==> src/rtl/seg_ctrl_mc_if.sv <==
// rtl/seg_ctrl_mc_if.sv - pipeline-side hazard inputs and per-stage stall/flush controls
// master = pipeline datapath, slave = seg_ctrl_mc.
interface seg_ctrl_mc_if #(
  parameter int ADDR_W = 5,
  parameter int NUM_RD = 2
) ();
  logic                     rf_we_ex;
  logic [1:0]               rf_wd_sel_ex;
  logic [ADDR_W-1:0]        rf_wa_ex;
  logic [NUM_RD*ADDR_W-1:0] rf_ra_id;
  logic [1:0]               npc_sel_ex;
  logic                     md_start_ex;
  logic                     md_done;
  logic                     dmem_req_mem;
  logic                     dmem_ready;
  logic                     stall_pc;
  logic                     stall_if_id;
  logic                     stall_id_ex;
  logic                     stall_ex_mem;
  logic                     flush_if_id;
  logic                     flush_id_ex;
  logic                     flush_ex_mem;
  logic                     flush_mem_wb;
  logic [1:0]               state_o;
  logic                     err_timeout;

  modport master (
    output rf_we_ex, rf_wd_sel_ex, rf_wa_ex, rf_ra_id, npc_sel_ex,
           md_start_ex, md_done, dmem_req_mem, dmem_ready,
    input  stall_pc, stall_if_id, stall_id_ex, stall_ex_mem,
           flush_if_id, flush_id_ex, flush_ex_mem, flush_mem_wb,
           state_o, err_timeout
  );

  modport slave (
    input  rf_we_ex, rf_wd_sel_ex, rf_wa_ex, rf_ra_id, npc_sel_ex,
           md_start_ex, md_done, dmem_req_mem, dmem_ready,
    output stall_pc, stall_if_id, stall_id_ex, stall_ex_mem,
           flush_if_id, flush_id_ex, flush_ex_mem, flush_mem_wb,
           state_o, err_timeout
  );
endinterface

==> src/rtl/seg_ctrl_mc.sv <==
// rtl/seg_ctrl_mc.sv - 5-stage pipeline hazard/segment controller with multi-cycle load-use, mul/div and dmem freeze
// Priority: dmem wait freeze > mul/div busy > branch redirect > load-use.
module seg_ctrl_mc #(
  parameter int ADDR_W      = 5,
  parameter int NUM_RD      = 2,
  parameter int LU_BUBBLES  = 1,
  parameter int MEM_TIMEOUT = 255,
  parameter int CNT_W       = 8
) (
  input  logic         clk,
  input  logic         rst_n,
  seg_ctrl_mc_if.slave bus
);
  localparam logic [1:0] ST_IDLE = 2'd0;
  localparam logic [1:0] ST_LU   = 2'd1;
  localparam logic [1:0] ST_MD   = 2'd2;
  localparam logic [1:0] ST_MW   = 2'd3;

  logic [1:0]       state;
  logic [1:0]       saved_state;
  logic [1:0]       eff_state;
  logic [1:0]       nxt_state;
  logic [2:0]       lu_cnt;
  logic [2:0]       nxt_lu;
  logic [CNT_W-1:0] wait_cnt;
  logic [CNT_W-1:0] wait_inc;
  logic             err_q;

  logic rd_hit;
  logic loaduse;
  logic br;
  logic mwait;

  logic s_pc, s_ifid, s_idex, s_exmem;
  logic f_ifid, f_idex, f_exmem, f_memwb;

  always_comb begin
    rd_hit = 1'b0;
    for (int k = 0; k < NUM_RD; k++) begin
      if (bus.rf_ra_id[k*ADDR_W +: ADDR_W] == bus.rf_wa_ex) rd_hit = 1'b1;
    end
  end

  assign loaduse = (bus.rf_wd_sel_ex == 2'b10) && bus.rf_we_ex &&
                   (bus.rf_wa_ex != '0) && rd_hit;
  assign br      = (bus.npc_sel_ex == 2'b01) || (bus.npc_sel_ex == 2'b10);
  assign mwait   = bus.dmem_req_mem && !bus.dmem_ready;

  // After a freeze the register still reads MEM_WAIT; behave as the saved state.
  assign eff_state = (state == ST_MW) ? saved_state : state;
  assign wait_inc  = (&wait_cnt) ? wait_cnt : wait_cnt + 1'b1;

  always_comb begin
    s_pc      = 1'b0;
    s_ifid    = 1'b0;
    s_idex    = 1'b0;
    s_exmem   = 1'b0;
    f_ifid    = 1'b0;
    f_idex    = 1'b0;
    f_exmem   = 1'b0;
    f_memwb   = 1'b0;
    nxt_state = eff_state;
    nxt_lu    = lu_cnt;
    if (mwait) begin
      s_pc    = 1'b1;
      s_ifid  = 1'b1;
      s_idex  = 1'b1;
      s_exmem = 1'b1;
      f_memwb = 1'b1;
    end else begin
      case (eff_state)
        ST_IDLE: begin
          if (br) begin
            f_ifid = 1'b1;
            f_idex = 1'b1;
          end else if (loaduse && !bus.md_start_ex) begin
            s_pc   = 1'b1;
            s_ifid = 1'b1;
            f_idex = 1'b1;
          end
          if (bus.md_start_ex) begin
            nxt_state = ST_MD;
          end else if (!br && loaduse && (LU_BUBBLES > 1)) begin
            nxt_state = ST_LU;
            nxt_lu    = 3'(LU_BUBBLES - 1);
          end
        end
        ST_LU: begin
          s_pc   = 1'b1;
          s_ifid = 1'b1;
          f_idex = 1'b1;
          nxt_lu = lu_cnt - 3'd1;
          if (lu_cnt <= 3'd1) nxt_state = ST_IDLE;
        end
        ST_MD: begin
          if (bus.md_done) begin
            nxt_state = ST_IDLE;
          end else begin
            s_pc    = 1'b1;
            s_ifid  = 1'b1;
            s_idex  = 1'b1;
            f_exmem = 1'b1;
          end
        end
        default: nxt_state = ST_IDLE;
      endcase
    end
  end

  always_ff @(posedge clk or negedge rst_n) begin
    if (!rst_n) begin
      state       <= ST_IDLE;
      saved_state <= ST_IDLE;
      lu_cnt      <= 3'd0;
      wait_cnt    <= '0;
      err_q       <= 1'b0;
    end else if (mwait) begin
      if (state != ST_MW) saved_state <= state;
      state    <= ST_MW;
      wait_cnt <= wait_inc;
      if (wait_inc >= CNT_W'(MEM_TIMEOUT)) err_q <= 1'b1;
    end else begin
      state    <= nxt_state;
      lu_cnt   <= nxt_lu;
      wait_cnt <= '0;
    end
  end

  // Gating with rst_n keeps the freeze outputs low while reset is held.
  assign bus.stall_pc     = rst_n & s_pc;
  assign bus.stall_if_id  = rst_n & s_ifid;
  assign bus.stall_id_ex  = rst_n & s_idex;
  assign bus.stall_ex_mem = rst_n & s_exmem;
  assign bus.flush_if_id  = rst_n & f_ifid;
  assign bus.flush_id_ex  = rst_n & f_idex;
  assign bus.flush_ex_mem = rst_n & f_exmem;
  assign bus.flush_mem_wb = rst_n & f_memwb;
  assign bus.state_o      = (rst_n && mwait) ? ST_MW : eff_state;
  assign bus.err_timeout  = err_q;
endmodule
==> src/flat_wrapper.sv <==
// flat-port wrapper written by rule: the top's interface ports become plain ports
module seg_ctrl_mc_flat 
#(
  parameter int ADDR_W      = 5,
  parameter int NUM_RD      = 2,
  parameter int LU_BUBBLES  = 1,
  parameter int MEM_TIMEOUT = 255,
  parameter int CNT_W       = 8
)
  (clk, rst_n, bus_rf_we_ex, bus_rf_wd_sel_ex, bus_rf_wa_ex, bus_rf_ra_id, bus_npc_sel_ex, bus_md_start_ex, bus_md_done, bus_dmem_req_mem, bus_dmem_ready, bus_stall_pc, bus_stall_if_id, bus_stall_id_ex, bus_stall_ex_mem, bus_flush_if_id, bus_flush_id_ex, bus_flush_ex_mem, bus_flush_mem_wb, bus_state_o, bus_err_timeout);
  seg_ctrl_mc_if #(.ADDR_W(ADDR_W), .NUM_RD(NUM_RD)) bus_i ();
  input  logic clk;
  input  logic rst_n;
  input wire logic [$bits(bus_i.rf_we_ex)-1:0] bus_rf_we_ex;
  input wire logic [$bits(bus_i.rf_wd_sel_ex)-1:0] bus_rf_wd_sel_ex;
  input wire logic [$bits(bus_i.rf_wa_ex)-1:0] bus_rf_wa_ex;
  input wire logic [$bits(bus_i.rf_ra_id)-1:0] bus_rf_ra_id;
  input wire logic [$bits(bus_i.npc_sel_ex)-1:0] bus_npc_sel_ex;
  input wire logic [$bits(bus_i.md_start_ex)-1:0] bus_md_start_ex;
  input wire logic [$bits(bus_i.md_done)-1:0] bus_md_done;
  input wire logic [$bits(bus_i.dmem_req_mem)-1:0] bus_dmem_req_mem;
  input wire logic [$bits(bus_i.dmem_ready)-1:0] bus_dmem_ready;
  output wire logic [$bits(bus_i.stall_pc)-1:0] bus_stall_pc;
  output wire logic [$bits(bus_i.stall_if_id)-1:0] bus_stall_if_id;
  output wire logic [$bits(bus_i.stall_id_ex)-1:0] bus_stall_id_ex;
  output wire logic [$bits(bus_i.stall_ex_mem)-1:0] bus_stall_ex_mem;
  output wire logic [$bits(bus_i.flush_if_id)-1:0] bus_flush_if_id;
  output wire logic [$bits(bus_i.flush_id_ex)-1:0] bus_flush_id_ex;
  output wire logic [$bits(bus_i.flush_ex_mem)-1:0] bus_flush_ex_mem;
  output wire logic [$bits(bus_i.flush_mem_wb)-1:0] bus_flush_mem_wb;
  output wire logic [$bits(bus_i.state_o)-1:0] bus_state_o;
  output wire logic [$bits(bus_i.err_timeout)-1:0] bus_err_timeout;
  assign bus_i.rf_we_ex = bus_rf_we_ex;
  assign bus_i.rf_wd_sel_ex = bus_rf_wd_sel_ex;
  assign bus_i.rf_wa_ex = bus_rf_wa_ex;
  assign bus_i.rf_ra_id = bus_rf_ra_id;
  assign bus_i.npc_sel_ex = bus_npc_sel_ex;
  assign bus_i.md_start_ex = bus_md_start_ex;
  assign bus_i.md_done = bus_md_done;
  assign bus_i.dmem_req_mem = bus_dmem_req_mem;
  assign bus_i.dmem_ready = bus_dmem_ready;
  assign bus_stall_pc = bus_i.stall_pc;
  assign bus_stall_if_id = bus_i.stall_if_id;
  assign bus_stall_id_ex = bus_i.stall_id_ex;
  assign bus_stall_ex_mem = bus_i.stall_ex_mem;
  assign bus_flush_if_id = bus_i.flush_if_id;
  assign bus_flush_id_ex = bus_i.flush_id_ex;
  assign bus_flush_ex_mem = bus_i.flush_ex_mem;
  assign bus_flush_mem_wb = bus_i.flush_mem_wb;
  assign bus_state_o = bus_i.state_o;
  assign bus_err_timeout = bus_i.err_timeout;
  seg_ctrl_mc #(.ADDR_W(ADDR_W), .NUM_RD(NUM_RD), .LU_BUBBLES(LU_BUBBLES), .MEM_TIMEOUT(MEM_TIMEOUT), .CNT_W(CNT_W)) u_core (.clk(clk), .rst_n(rst_n), .bus(bus_i));
endmodule
==> config.mk <==
export PLATFORM = sky130hd
export DESIGN_NAME = seg_ctrl_mc_flat
export DESIGN_NICKNAME = d
export VERILOG_FILES = /design/src/rtl/seg_ctrl_mc_if.sv /design/src/rtl/seg_ctrl_mc.sv /design/src/flat_wrapper.sv
export SDC_FILE = /design/constraint.sdc
export NUM_CORES = 1
export LEC_CHECK = 0
export ABC_AREA = 1
export BUFFER_PORTS_ARGS = -buffer_cell sky130_fd_sc_hd__buf_2
export CAP_MARGIN = 25
export CORE_UTILIZATION = 54
export CTS_CLUSTER_SIZE = 14
export DETAILED_ROUTE_END_ITERATION = 8
export PLACE_DENSITY = 0.95
export SYNTH_ARGS = -nofsm -noshare
export SYNTH_HDL_FRONTEND = slang
export SYNTH_SLANG_ARGS = --single-unit
==> constraint.sdc <==
create_clock -name clk -period 3.75 [get_ports clk]
set_input_delay 0.375 -clock clk [delete_from_list [all_inputs] [get_ports clk]]
set_output_delay 0.375 -clock clk [all_outputs]
set_load 0.05 [all_outputs]
Word level (Yosys, flattened, before mapping)
Cells that the tools add are included.
Operators by class
  $add $sub $neg: 2
  magnitude comparators: 2
  eq/ne operators: 9
  muxes and demuxes: 26
  bitwise gates (word level): 7
  reductions and logical operators: 15
Operators with widths (number)
  8-bit two-way mux: 2
  1-bit two-way mux: 15
  2-bit two-way mux: 6
  5-bit == test: 2
  8-bit by 1-bit adder with 8-bit output (second input constant): 1
  2-bit == test (second input constant): 4
  8-bit >= comparator (second input constant): 1
  8-bit AND reduction: 1
  1-bit bitwise AND: 6
  1-bit logical AND: 6
  2-bit case mux with 3 select lines: 1
  2-bit AND reduction: 3
  5-bit nonzero test: 1
  2-bit by 1-bit == test with 1-bit output (second input constant): 2
  3-bit by 1-bit less-or-equal comparator with 1-bit output (second input constant): 1
  1-bit case mux with 3 select lines: 1
  3-bit by 1-bit subtractor with 3-bit output (second input constant): 1
  1-bit logical NOT: 2
  2-bit logical NOT: 1
  2-bit inequality test (second input constant): 1
  1-bit case mux with 2 select lines: 1
  1-bit logical OR: 1
  1-bit NOT: 1
Storage, ports and cells
  bits in registers: 16
  logic and storage cells: 66

Longest topological paths before layout
  depth after elaboration: 10
  gate-level depth with buffers: 11
  mapped depth without buffers: 11

Worst setup path after synthesis
Ideal clock, no wire load.
  kind: reg2out
  from: reg u_core.saved_state[0]
  to: out bus_stall_pc
  arrival: 2051 ps
  data required time: 3375 ps
  slack: 1324 ps
  cell stages (with the launch flop): 9
  cells stage by stage: dfrtp_1 o21ai_2 inv_1 nor2_1 nand2_1 nand2_1 nor2_1 a21oi_1 buf_4
Between the ends
  word-level cells in the longest chain between the ends: 5
  elaborated cells on any way between the ends: 7
Ends and longest elaborated chain
  start, declared: RTL line seg_ctrl_mc.sv:20  | logic [1:0] saved_state;
  start signal, assigned: RTL line seg_ctrl_mc.sv:118  | if (state != ST_MW) saved_state <= state;
  2-bit two-way mux (*): RTL line seg_ctrl_mc.sv:50  | assign eff_state = (state == ST_MW) ? saved_state : state;
  2-bit == test, or another cell as far along
  1-bit case mux with 3 select lines (*)
  1-bit two-way mux (*)
  1-bit bitwise AND (*)
  end, declared: RTL line flat_wrapper.sv:23  | output wire logic [$bits(bus_i.stall_pc)-1:0] bus_stall_pc;
Every way passes the cells marked *; elsewhere a longest branch is shown, timed or not.

Worst setup path after layout
  from: reg u_core.state[1]
  to: out bus_stall_pc
Between the ends
  word-level cells in the longest chain between the ends: 6
  elaborated cells on any way between the ends: 8
Ends and longest elaborated chain
  start, declared: RTL line seg_ctrl_mc.sv:19  | logic [1:0] state;
  start signal, assigned: RTL line seg_ctrl_mc.sv:123  | state <= nxt_state;
  2-bit == test: RTL line seg_ctrl_mc.sv:50
  2-bit two-way mux (*): RTL line seg_ctrl_mc.sv:50
  2-bit == test, or another cell as far along: RTL line seg_ctrl_mc.sv:71  | case (eff_state)
  1-bit case mux with 3 select lines (*): RTL line seg_ctrl_mc.sv:71
  1-bit two-way mux (*): RTL line seg_ctrl_mc.sv:64  | if (mwait) begin
  1-bit bitwise AND (*): RTL line seg_ctrl_mc.sv:130  | assign bus.stall_pc = rst_n & s_pc;
Marks and branches as above.

==> impl_metrics.yaml <==
floorplan:
  dieArea_um2: 2398
  die_x_um: 48.97
  start_util_pct: 58.91
  fp.dieH_um: 48.97
  io-pin-count: 37
  core.rowCount: 16
  core_area_um2: 2022
global_routing:
  met2_usage_pct: 41.90
  grt_pass1_wl_um: 4257
  grt_usage_pct: 22.36
  globalRouteMet3Util_pct: 3.427
  grt-busiest-layer: "met2"
  grt_pass1_vias: 1111
  grt_max_degree: 19
  gr-total-overflow: 0
  antenna_found_initial: 0
  grtUsageMet1_pct: 26.05
sta:
  hold_slack_ns: 0.009666
  timing.fmax_mhz: 473.3
  tightestPinTransition_ns: 0.4449
  setup_tns_ns: 0
  min_period_over_period_pct: 56.34
  post-route-min-period_ns: 2.113
  rsz0062_at_grt: "false"
  drv_slew: 0
  fin_skew_ns: 0.001192
  maxSlewHeadroom_pct: 70.31
  setup_viol: 0
  finalHoldViolCount: 0
  finalWorstSetupSlack_ns: 1.637
layout:
  layout-drive-gt1-share_pct: 21.00
  fin_cells: 246
  final_common_cell: "nand2_1"
  layout.nets: 250
  area_growth_pct: 17.33
  post-route-util_pct: 69.12
  mostFrequentLayoutCells: "nand2_1, buf_2, inv_1"
  diodes: 0
route:
  ant_nets: 0
  drtPass1Iterations: 4
  routed_via_density: 4.756
  route.detailed.drc: 0
  wl_per_cell_um: 9.472
  num_vias: 1170
  drt-total-wl_um: 2330
  drt_iter0_markers: 30
placement:
  gp_congestion: 0.8119
  place_inst: 243
  io_buffers: 36
  dp_hpwl_um: 1952
  place_ws_ns: 1.806
hold_path:
  worstHoldPathType: "in -> async"
critical_path:
  worstSetupEndpointType: "primary output"
  critical_path.max_stage_delay_ns: 0.36
  criticalPathCategory: "reg -> out"
  slowest_stage: "dfrtp_1"
  cp_data_required_time_ns: 3.38
  path_cells: "inv_1 > o21ai_2 > inv_1 > nor2_1 > nand2_1 > nand2_1 > nor2_1 > a21oi_1 > buf_2"
  worstPathArrival_ns: 1.74
  cp-start-kind: "flop"
  path_max_fanout: 5
  r2r_cells: 11
clocking:
  cts_buffers: 3
  cts_tree: "done"
  postCtsSetupBuffers: 0
  h-tree-depth: 1
  path_clk_slew_ns: 0.08
  cts_sinks: 16
  clock-root-buffer: "clkbuf_4"
  clkLatencyLatePin_ns: 0.27
  cts_hold_buf: 0
  clockBufferDepth: 2
  cts_resized: 0
yosys:
  synth-main-ff-cell: "dfrtp_1"
  avgSynthCellArea_um2: 6.474
  synth_nets: 213
  synth_edf_count: 0
  synthArstFlopShare_pct: 100.0
  synthCells: 184
  ys_ff_latch: 16
  yosys.cell_types.count: 24
  syn_area_um2: 1191
  yosysWarnings: 0
  synth-seq-area-share_pct: 33.61
pwr:
  power_density_nw_per_um2: 376.8
  irDropWorstVdd_uv: 370.2
  p_leak_nw: 0.8214
outcome:
  status: "finished clean"
flow_run:
  maxCapViolCount: 0
[critical path: cells and delay by family (launching register included)]
family / cells / cell delay, ns
buf+inv: 3 / 0.44
compound gates: 2 / 0.37
flops: 1 / 0.36
simple gates: 4 / 0.30
[synth_stat cells (2+ instances only)]
| library cell | number | area (µm²) |
|---|---|---|
| o21ai_0 | 6 | 30.03 |
| nor3_1 | 2 | 10.01 |
| xor2_1 | 3 | 26.28 |
| nand3_1 | 12 | 60.06 |
| a21oi_1 | 7 | 35.03 |
| nor2_1 | 27 | 101.4 |
| inv_1 | 31 | 116.4 |
| nand2_1 | 57 | 214.0 |
| nor2_2 | 2 | 12.51 |
| buf_4 | 2 | 15.01 |
| dfrtp_1 | 16 | 400.4 |
| xnor2_1 | 3 | 26.28 |
| nand3b_1 | 3 | 22.52 |
| ha_1 | 3 | 37.54 |
[layer usage]
layer | vias up | wire [µm]
met5 | - | 0
met4 | 0 | 5
met3 | 2 | 104
met2 | 31 | 1225
met1 | 506 | 995
li1 | 631 | -
[registers in the layout (all words and copies together) (netlist names)]
register / cells
u_core.wait_cnt: 8
u_core.lu_cnt: 3
u_core.saved_state: 2
u_core.state: 2
u_core.bus.err_timeout: 1
[through the flow]
stage | power [mW] | instance area [µm²]
finish | 0.5266 | 1398
global route | 0.5689 | 1398
CTS | 0.5305 | 1398
detailed placement | 0.4457 | 1375
global placement | 0.4382 | 1375
floorplan | 0.3909 | 1191
[kinds of logic after synthesis]
kind of cell | after synthesis | share of synthesized area (%)
compound gates | 17 | 8.719
xor+xnor | 6 | 4.413
fa+ha+maj | 3 | 3.152
buf+inv | 35 | 12.29
flops | 16 | 33.61
mux | 1 | 0.9453
simple gates | 106 | 36.87
[worst paths after layout]
check,from,endpoint,slack [ns]
setup / recovery,u_core.state[1]$_DFF_PN0_,bus_stall_pc,1.64
hold / removal,rst_n,u_core.wait_cnt[6]$_DFF_PN0_,0.01
setup reg to reg,u_core.wait_cnt[0]$_DFF_PN0_,u_core.bus.err_timeout$_DFFE_PN0P_,2.13
hold reg to reg,u_core.lu_cnt[2]$_DFFE_PN0P_,u_core.lu_cnt[2]$_DFFE_PN0P_,0.48
max in group asynchronous,rst_n,u_core.saved_state[1]$_DFFE_PN0P_,3.47
min in group clk,bus_md_start_ex,u_core.state[1]$_DFF_PN0_,0.36
[area by class of cell]
| cell class | count | area, µm² |
|---|---|---|
| Timing Repair Buffer | 36 | 180.2 |
| Clock buffer | 3 | 22.52 |
| Tap cell | 27 | 33.78 |
| Inverter | 31 | 116.4 |
| Fill cell | 165 | 624.3 |
| Sequential cell | 16 | 400.4 |
| Multi-Input combinational cell | 133 | 644.4 |
[where the power goes]
group          internal, mW  switching, mW
clock                0.0371         0.0466
sequential            0.203         0.0208
combinational        0.0690          0.150
Power figures use the tool's default switching activity.
